`src/rtl/fetch_unit_if.sv`:
```
// Fetch unit bus bundle: instruction-memory request/grant/rvalid
// handshake plus the IF/ID output register valid/ready handshake.
interface fetch_unit_if;
    logic        imem_req;
    logic [31:0] imem_addr;
    logic        imem_gnt;
    logic        imem_rvalid;
    logic [31:0] imem_rdata;
    logic        id_ready;
    logic        id_valid;
    logic [31:0] id_instr;
    logic [31:0] id_pc;
    logic [31:0] id_pc_plus4;

    modport master (
        output imem_req, imem_addr,
        input  imem_gnt, imem_rvalid, imem_rdata,
        input  id_ready,
        output id_valid, id_instr, id_pc, id_pc_plus4
    );

    modport slave (
        input  imem_req, imem_addr,
        output imem_gnt, imem_rvalid, imem_rdata,
        output id_ready,
        input  id_valid, id_instr, id_pc, id_pc_plus4
    );
endinterface

```
`src/rtl/fetch_unit.sv`:
```
// Instruction-fetch stage: one outstanding imem request, IF/ID output
// register and a one-entry skid buffer, with branch/jump flush.
module fetch_unit #(
    parameter logic [31:0] RESET_PC  = 32'h0040_0000,
    parameter logic [31:0] NOP_INSTR = 32'h0000_0000
) (
    input  logic        clk,
    input  logic        rst,
    input  logic [31:0] pc_in,
    output logic        pc_advance,
    input  logic        flush,
    fetch_unit_if.master bus
);
    typedef enum logic [1:0] {
        S_REQ,
        S_WAIT,
        S_FULL,
        S_DROP
    } state_t;

    state_t      state_q, state_d;
    logic [31:0] req_pc_q, req_pc_d;
    logic        id_valid_q, id_valid_d;
    logic [31:0] id_instr_q, id_instr_d;
    logic [31:0] id_pc_q, id_pc_d;
    logic [31:0] skid_instr_q, skid_instr_d;
    logic [31:0] skid_pc_q, skid_pc_d;

    logic req;
    logic slot_free;
    logic wait_load;
    logic skid_load;
    logic full_load;

    // Handshake outputs and load strobes derived from the current state
    always_comb begin
        req        = (state_q == S_REQ) && !flush && rst;
        pc_advance = req && bus.imem_gnt;
        slot_free  = !id_valid_q || bus.id_ready;
        wait_load  = (state_q == S_WAIT) && bus.imem_rvalid
                     && !flush && slot_free;
        skid_load  = (state_q == S_WAIT) && bus.imem_rvalid
                     && !flush && !slot_free;
        full_load  = (state_q == S_FULL) && bus.id_ready && !flush;
    end

    assign bus.imem_req    = req;
    assign bus.imem_addr   = pc_in;
    assign bus.id_valid    = id_valid_q;
    assign bus.id_instr    = id_valid_q ? id_instr_q : NOP_INSTR;
    assign bus.id_pc       = id_pc_q;
    assign bus.id_pc_plus4 = id_pc_q + 32'd4;

    // Next-state selection
    always_comb begin
        state_d = state_q;
        unique case (state_q)
            S_REQ: begin
                if (pc_advance) state_d = S_WAIT;
            end
            S_WAIT: begin
                if (bus.imem_rvalid) begin
                    if (flush || slot_free) state_d = S_REQ;
                    else                    state_d = S_FULL;
                end else if (flush) begin
                    state_d = S_DROP;
                end
            end
            S_FULL: begin
                if (flush || bus.id_ready) state_d = S_REQ;
            end
            S_DROP: begin
                if (bus.imem_rvalid) state_d = S_REQ;
            end
            default: state_d = S_REQ;
        endcase
    end

    // Datapath: request PC capture, output register and skid buffer
    always_comb begin
        req_pc_d     = req_pc_q;
        id_valid_d   = id_valid_q;
        id_instr_d   = id_instr_q;
        id_pc_d      = id_pc_q;
        skid_instr_d = skid_instr_q;
        skid_pc_d    = skid_pc_q;
        if (pc_advance) req_pc_d = pc_in;
        if (flush) begin
            id_valid_d = 1'b0;
        end else if (wait_load) begin
            id_valid_d = 1'b1;
            id_instr_d = bus.imem_rdata;
            id_pc_d    = req_pc_q;
        end else if (full_load) begin
            id_valid_d = 1'b1;
            id_instr_d = skid_instr_q;
            id_pc_d    = skid_pc_q;
        end else if (bus.id_ready && id_valid_q) begin
            id_valid_d = 1'b0;
        end
        if (skid_load) begin
            skid_instr_d = bus.imem_rdata;
            skid_pc_d    = req_pc_q;
        end else if (flush && state_q == S_FULL) begin
            skid_instr_d = '0;
            skid_pc_d    = '0;
        end
    end

    // State register
    always_ff @(posedge clk or negedge rst) begin
        if (!rst) state_q <= S_REQ;
        else      state_q <= state_d;
    end

    // Datapath registers
    always_ff @(posedge clk or negedge rst) begin
        if (!rst) begin
            req_pc_q     <= RESET_PC;
            id_valid_q   <= 1'b0;
            id_instr_q   <= NOP_INSTR;
            id_pc_q      <= RESET_PC;
            skid_instr_q <= '0;
            skid_pc_q    <= '0;
        end else begin
            req_pc_q     <= req_pc_d;
            id_valid_q   <= id_valid_d;
            id_instr_q   <= id_instr_d;
            id_pc_q      <= id_pc_d;
            skid_instr_q <= skid_instr_d;
            skid_pc_q    <= skid_pc_d;
        end
    end
endmodule

```
`src/flat_wrapper.sv`:
```
// flat-port wrapper written by rule: the top's interface ports become plain ports
module fetch_unit_flat 
#(
    parameter logic [31:0] RESET_PC  = 32'h0040_0000,
    parameter logic [31:0] NOP_INSTR = 32'h0000_0000
)
  (clk, rst, pc_in, pc_advance, flush, bus_imem_req, bus_imem_addr, bus_imem_gnt, bus_imem_rvalid, bus_imem_rdata, bus_id_ready, bus_id_valid, bus_id_instr, bus_id_pc, bus_id_pc_plus4);
  fetch_unit_if bus_i ();
  input  logic clk;
  input  logic rst;
  input  logic [31:0] pc_in;
  output logic pc_advance;
  input  logic flush;
  output wire logic [$bits(bus_i.imem_req)-1:0] bus_imem_req;
  output wire logic [$bits(bus_i.imem_addr)-1:0] bus_imem_addr;
  input wire logic [$bits(bus_i.imem_gnt)-1:0] bus_imem_gnt;
  input wire logic [$bits(bus_i.imem_rvalid)-1:0] bus_imem_rvalid;
  input wire logic [$bits(bus_i.imem_rdata)-1:0] bus_imem_rdata;
  input wire logic [$bits(bus_i.id_ready)-1:0] bus_id_ready;
  output wire logic [$bits(bus_i.id_valid)-1:0] bus_id_valid;
  output wire logic [$bits(bus_i.id_instr)-1:0] bus_id_instr;
  output wire logic [$bits(bus_i.id_pc)-1:0] bus_id_pc;
  output wire logic [$bits(bus_i.id_pc_plus4)-1:0] bus_id_pc_plus4;
  assign bus_imem_req = bus_i.imem_req;
  assign bus_imem_addr = bus_i.imem_addr;
  assign bus_i.imem_gnt = bus_imem_gnt;
  assign bus_i.imem_rvalid = bus_imem_rvalid;
  assign bus_i.imem_rdata = bus_imem_rdata;
  assign bus_i.id_ready = bus_id_ready;
  assign bus_id_valid = bus_i.id_valid;
  assign bus_id_instr = bus_i.id_instr;
  assign bus_id_pc = bus_i.id_pc;
  assign bus_id_pc_plus4 = bus_i.id_pc_plus4;
  fetch_unit #(.RESET_PC(RESET_PC), .NOP_INSTR(NOP_INSTR)) u_core (.clk(clk), .rst(rst), .pc_in(pc_in), .pc_advance(pc_advance), .flush(flush), .bus(bus_i));
endmodule
```
`config.mk`:
```
export PLATFORM = sky130hd
export DESIGN_NAME = fetch_unit_flat
export DESIGN_NICKNAME = d
export VERILOG_FILES = /design/src/rtl/fetch_unit_if.sv /design/src/rtl/fetch_unit.sv /design/src/flat_wrapper.sv
export SDC_FILE = /design/constraint.sdc
export NUM_CORES = 1
export LEC_CHECK = 0
export BUFFER_PORTS_ARGS = -buffer_cell sky130_fd_sc_hd__clkbuf_2
export CORE_MARGIN = 5
export CORE_UTILIZATION = 41
export DETAILED_ROUTE_END_ITERATION = 8
export PLACE_DENSITY = 0.65
export SYNTH_ARGS = -nofsm -noshare
export SYNTH_HDL_FRONTEND = slang
export SYNTH_SLANG_ARGS = --single-unit
```
`constraint.sdc`:
```
create_clock -name clk -period 1.39 [get_ports clk]
set_input_delay 0 -clock clk [delete_from_list [all_inputs] [get_ports clk]]
set_output_delay 0 -clock clk [all_outputs]
set_load 0.01 [all_outputs]
```
## Word-level counts from Yosys, hierarchy flattened

Cells that the tools add are included.

| word-level totals | value |
|---|---|
| word-level logic and storage cells | 58 |
| bits in registers | 163 |

| operators by class | value |
|---|---|
| add/subtract/negate cells | 1 |
| bitwise logic cells | 1 |
| muxes and demuxes | 19 |
| reduce and logical (&&, ||, !) cells | 23 |
| equality and inequality tests | 7 |

Operators by type and width:

| operator | number |
|---|---|
| 2-to-1 mux 32 bit | 8 |
| adder 32 x 3 -> 32 bit (second input constant) | 1 |
| 2-to-1 mux 2 bit | 6 |
| logical AND 1 bit | 11 |
| one-hot mux 2 bit (4 select lines) | 1 |
| inequality test 2 bit (second input constant) | 3 |
| equality test 2 bit (second input constant) | 2 |
| 2-to-1 mux 1 bit | 4 |
| AND reduction 4 bit | 1 |
| nonzero test 2 bit | 2 |
| nonzero test 4 bit | 1 |
| zero test 1 bit | 3 |
| logical OR 1 bit | 3 |
| inequality test 3 bit (second input constant) | 1 |
| equality test 2 x 1 -> 1 bit (second input constant) | 1 |
| zero test 2 bit | 1 |
| AND reduction 2 bit | 1 |
| inverter 1 bit | 1 |

## Longest topological paths before layout

| logic depth | value |
|---|---|
| depth after elaboration | 6 |
| gate-level depth with buffers | 7 |
| depth with buffers taken out | 5 |

## Worst setup path after synthesis

OpenSTA, ideal clock, no wires.

| timing path | value |
|---|---|
| path kind | register -> register |
| from | register u_core.state_q[0] |
| to | register u_core.req_pc_q[10] |
| cell stages (with the launch flop) | 5 |
| setup slack | -0.245 ns |
| buffers on the path | 1 |
| arrival | 1.511 ns |
| cells stage by stage | dfrtp_1 > nor4b_2 > nand2_2 > buf_6 > mux2_2 |

| between the ends | value |
|---|---|
| word-level cells in the longest chain between the ends | 4 |

Ends and longest elaborated chain:

| item | RTL line | text |
|---|---|---|
| from (decl) | fetch_unit.sv:21 | `state_t state_q, state_d;` |
| from (signal assigned) | fetch_unit.sv:113 | `else state_q <= state_d;` |
| zero test 2 bit | fetch_unit.sv:37 | `req = (state_q == S_REQ) && !flush && rst;` |
| logical AND 1 bit (2 in a row) | fetch_unit.sv:37 |  |
| named net bus_imem_req | flat_wrapper.sv:14 | `output wire logic [$bits(bus_i.imem_req)-1:0] bus_imem_req;` |
| logical AND 1 bit | fetch_unit.sv:38 | `pc_advance = req && bus.imem_gnt;` |
| to (signal assigned) | fetch_unit.sv:126 | `req_pc_q <= req_pc_d;` |
| to (decl) | fetch_unit.sv:22 | `logic [31:0] req_pc_q, req_pc_d;` |

The timed path passes the listed nets, and every way through them passes these cells.
A chain may end at the register's enable or synchronous reset.

## Worst setup path in the final report

| timing path | value |
|---|---|
| from | register u_core.id_pc_q[3], in the netlist u_core.bus.id_pc[3] |
| to | output port bus_id_pc_plus4[28] |

| between the ends | value |
|---|---|
| word-level cells in the longest chain between the ends | 1 |

Ends and longest elaborated chain:

| item | RTL line | text |
|---|---|---|
| from (decl) | fetch_unit.sv:25 | `logic [31:0] id_pc_q, id_pc_d;` |
| from (signal assigned) | fetch_unit.sv:129 | `id_pc_q <= id_pc_d;` |
| adder 32 x 3 -> 32 bit | fetch_unit.sv:52 | `assign bus.id_pc_plus4 = id_pc_q + 32'd4;` |
| to (decl) | flat_wrapper.sv:23 | `output wire logic [$bits(bus_i.id_pc_plus4)-1:0] bus_id_pc_plus4;` |

Every way passes these cells.

==> impl_metrics.env <==
export IMPL_crit_type="reg -> out"
export IMPL_rsz0062_at_grt="true"
export IMPL_yosysWarnings=0
export IMPL_vias_per_cell=5.35
export IMPL_synth_edf_count=0
export IMPL_yosys_cell_types_count=39
export IMPL_cts_buffers=17
export IMPL_cts_tree="yes"
export IMPL_synth_top_area_share_pct=52.6
export IMPL_drv_slew=0
export IMPL_max_cap_violations=0
export IMPL_h_tree_depth=4
export IMPL_hpwl_um=13000
export IMPL_wire_per_inst_um=21.4
export IMPL_r2r_slack_ns=-0.46
export IMPL_endpoint_kind="output pin"
export IMPL_p_leak_uw=0.00629
export IMPL_drt_iter0_markers=400
export IMPL_drive_gt1_share_pct=58.8
export IMPL_synth_sequential_area_ratio_pct=53.3
export IMPL_die_h_um=147
export IMPL_min_period_ns=1.97
export IMPL_finClkSkew_ns=0.00804
export IMPL_setup_viol=216
export IMPL_grt_ovfl_total=0
export IMPL_clockBufferDepth=2
export IMPL_critical_path_max_fanout=9
export IMPL_die_w_um=147
export IMPL_status="finished with violations"
export IMPL_crit_required_ns=1.39
export IMPL_dr_pass1_iters=5
export IMPL_place_area_um2=9350
export IMPL_p_clk_share_pct=27.6
export IMPL_grt_first_pass_wirelength_um=41600
export IMPL_critPathSlowestCell="dfrtp_1"
export IMPL_tightestPinTransition_ns=0.629
export IMPL_ys_seq_elements=163
export IMPL_post_synth_top_area_cell="dfrtp_1"
export IMPL_dp_worst_setup_slack_ns=-0.145
export IMPL_comb_power_share_pct=32.5
export IMPL_hp_start="bus_imem_rvalid"
export IMPL_final_setup_worst_slack_ns=-0.581
export IMPL_synthCells=655
export IMPL_ir_drop_uv=903
export IMPL_syn_nets=726
export IMPL_dieArea_um2=21500
export IMPL_fin_crit_sh_pct=142
export IMPL_start_util_pct=41.2
export IMPL_port_buffers=200
export IMPL_grt_max_degree=95
export IMPL_drcViolationCount=0
export IMPL_vias=6826
export IMPL_final_net_count=1100
export IMPL_ant_nets=0
export IMPL_synth_ff_type="dfrtp_1"
export IMPL_yosys_top_cells_count="dfrtp_1 (161), nand2_1 (72), a22o_1 (65), mux2i_1 (64), o21ai_0 (54)"
export IMPL_finalHoldViolations=0
export IMPL_cts_root_buf="clkbuf_16"
export IMPL_clock_latency_ns=0.42
export IMPL_gp_congestion=0.748
export IMPL_p_per_area_nw_per_um2=1270
export IMPL_grt_usage_pct=24.7
export IMPL_final_cell_area_um2=13100
export IMPL_crit_reg2reg_launch="u_core.state_q[1]$_DFFE_PN0P_"
export IMPL_crit_chain="ha_4, nand3_4, nor4_4, buf_12, nand4_1, xnor2_2, buf_2"
export IMPL_p_switching_uw=5350
export IMPL_cp_slowest_stage_delay_ns=0.41
export IMPL_hold_path_class="in -> reg"
export IMPL_clkTransAtPathRegs_ns=0.06
export IMPL_netlist_area_um2=7660
export IMPL_rr_worst_depth=9
export IMPL_p_int_uw=11200
export IMPL_ioPinCount=201
export IMPL_r2r_end="u_core.id_instr_q[14]$_DFFE_PN0P_"
export IMPL_rows=50
export IMPL_hold_end="u_core.state_q[1]$_DFFE_PN0P_"
export IMPL_seqPwrFrac_pct=39.9
export IMPL_antenna_cells=0
export IMPL_async_reset_ff_share_pct=100
export IMPL_synthTopCellsByArea="dfrtp_1 (53%), mux2i_1 (8.4%), a22o_1 (7.4%)"
export IMPL_area_growth_pct=70.3
export IMPL_core_area_um2=18600
export IMPL_clock_sinks=163
export IMPL_p_sw_share_pct=32.3
export IMPL_antenna_found_initial=0
export IMPL_cp_arrival_ns=1.97
export IMPL_worst_hold_path_num_cells=3
export IMPL_synth_most_common_cell="dfrtp_1"
export IMPL_slew_limit_headroom_pct=58.1
export IMPL_grt_pass1_vias=7331
export IMPL_timing_fmax_mhz=507
export IMPL_critPathLaunchType="flip-flop"
export IMPL_violations="setup timing"
export IMPL_wirelength_um=27300
export IMPL_avgSynthCellArea_um2=11.7
[worst max path at each step]
stage	slack, ns	end	startpoint	cells past startpoint
6_report	-0.58	bus_id_pc_plus4[28]	u_core.bus.id_pc[3]$_DFFE_PN0P_	7
5_1_grt	-0.70	bus_id_pc_plus4[24]	u_core.bus.id_pc[3]$_DFFE_PN0P_	7
4_1_cts	-0.58	bus_id_pc_plus4[31]	u_core.bus.id_pc[10]$_DFFE_PN0P_	6
3_5_place_dp	-0.15	u_core.bus.id_pc[15]$_DFFE_PN0P_	u_core.state_q[1]$_DFFE_PN0P_	5
3_3_place_gp	-0.13	u_core.bus.id_pc[15]$_DFFE_PN0P_	u_core.state_q[1]$_DFFE_PN0P_	5
2_1_floorplan	-0.13	bus_id_pc_plus4[28]	u_core.bus.id_pc[3]$_DFFE_PN0P_	5
[sequential cells by signal, summed over array words and instances, names as in the netlist]
| signal | cells |
|---|---|
| u_core.bus.id_pc | 32 |
| u_core.id_instr_q | 32 |
| u_core.req_pc_q | 32 |
| u_core.skid_instr_q | 32 |
| u_core.skid_pc_q | 32 |
| u_core.state_q | 2 |
| u_core.bus.id_valid | 1 |
[per-layer routing]
layer  up-vias  GRT usage, %  part of all wire, %
li1       3044             -                    -
met1      3482          32.0                   41
met2       247          42.1                   51
met3        53          3.79                  5.0
met4         0          9.03                  2.8
met5         -             0                    0
[placed cells by master (no fill, tap or decap), types with 5 or more instances in the layout]
cell,n
nand3_1,5
and3_1,5
buf_16,16
o21ai_1,17
mux2i_2,5
mux2i_1,58
and2_1,18
buf_6,43
nand4_1,11
nand2_1,8
dfrtp_1,152
nor2_4,5
inv_1,6
nand2_4,32
buf_8,20
xnor2_2,19
clkbuf_2,161
buf_4,52
buf_2,24
o21ai_2,44
xnor2_1,5
a22o_1,65
dlygate4sd3_1,66
and2_4,14
clkbuf_16,21
buf_12,45
mux2_2,31
nand2_2,33
dfrtp_2,9
[final cells by class]
cell class	count	area [um2]
fillers	1220	5530
repair buffers	431	4200
flip-flops and latches	163	4090
multi-input cells	409	3860
clock buffers	23	488
well taps	234	293
clock inverters	9	80.1
inverters	7	31.3
[metrics by stage]
step                      cells  TNS, ns  power (uW)  hold slack (ns)  util (%)
after CTS                  1281   -69.32       16100           0.0283      68.8
after floorplan             655   -10.68        8610           -0.296         -
after global placement     1087   -16.20       10500            0.135      50.3
final                      1276   -77.16       16500           0.0558      70.2
after detailed placement   1087   -17.77       10600            0.141      50.3
after global routing       1276   -88.88       17300           0.0665      70.2
[worst max-delay path, delay by kind of cell, from the launching register on]
kind,cells,cell delay [ns]
XOR/XNOR,1,0.15
adder cells (fa/ha/maj),1,0.18
buffers and inverters,2,0.34
flip-flops,1,0.41
AND/OR/NAND/NOR,3,0.47
[repair_timing]
| action | in CTS | in global routing |
|---|---|---|
| setup endpoints to repair | 222 | 230 |
| endpoints found under the hold margin | 258 | 0 |
| hold buffers | 66 | 0 |
| pin swaps | 63 | 67 |
| gates resized for setup | 227 | 202 |
| setup buffers | 62 | 23 |
| cloned | 36 | 4 |
[power by group through the flow]
stage | clock (uW) | combinational [uW] | sequential (uW)
after floorplan | 0 | 1840 | 6780
after global placement | 0 | 4050 | 6480
after detailed placement | 0 | 4120 | 6500
after CTS | 4620 | 4970 | 6470
after global routing | 4830 | 5780 | 6710
final | 4570 | 5380 | 6600
[logic make-up after synthesis]
logic type / Yosys count / synth area share [%]
mux: 96 / 13.1
flops: 163 / 53.3
fa+ha+maj: 1 / 0.163
buf+inv: 83 / 7.53
compound gates: 132 / 12.1
xor+xnor: 28 / 3.20
simple gates: 152 / 10.7
(Power assumes the default switching activity.)
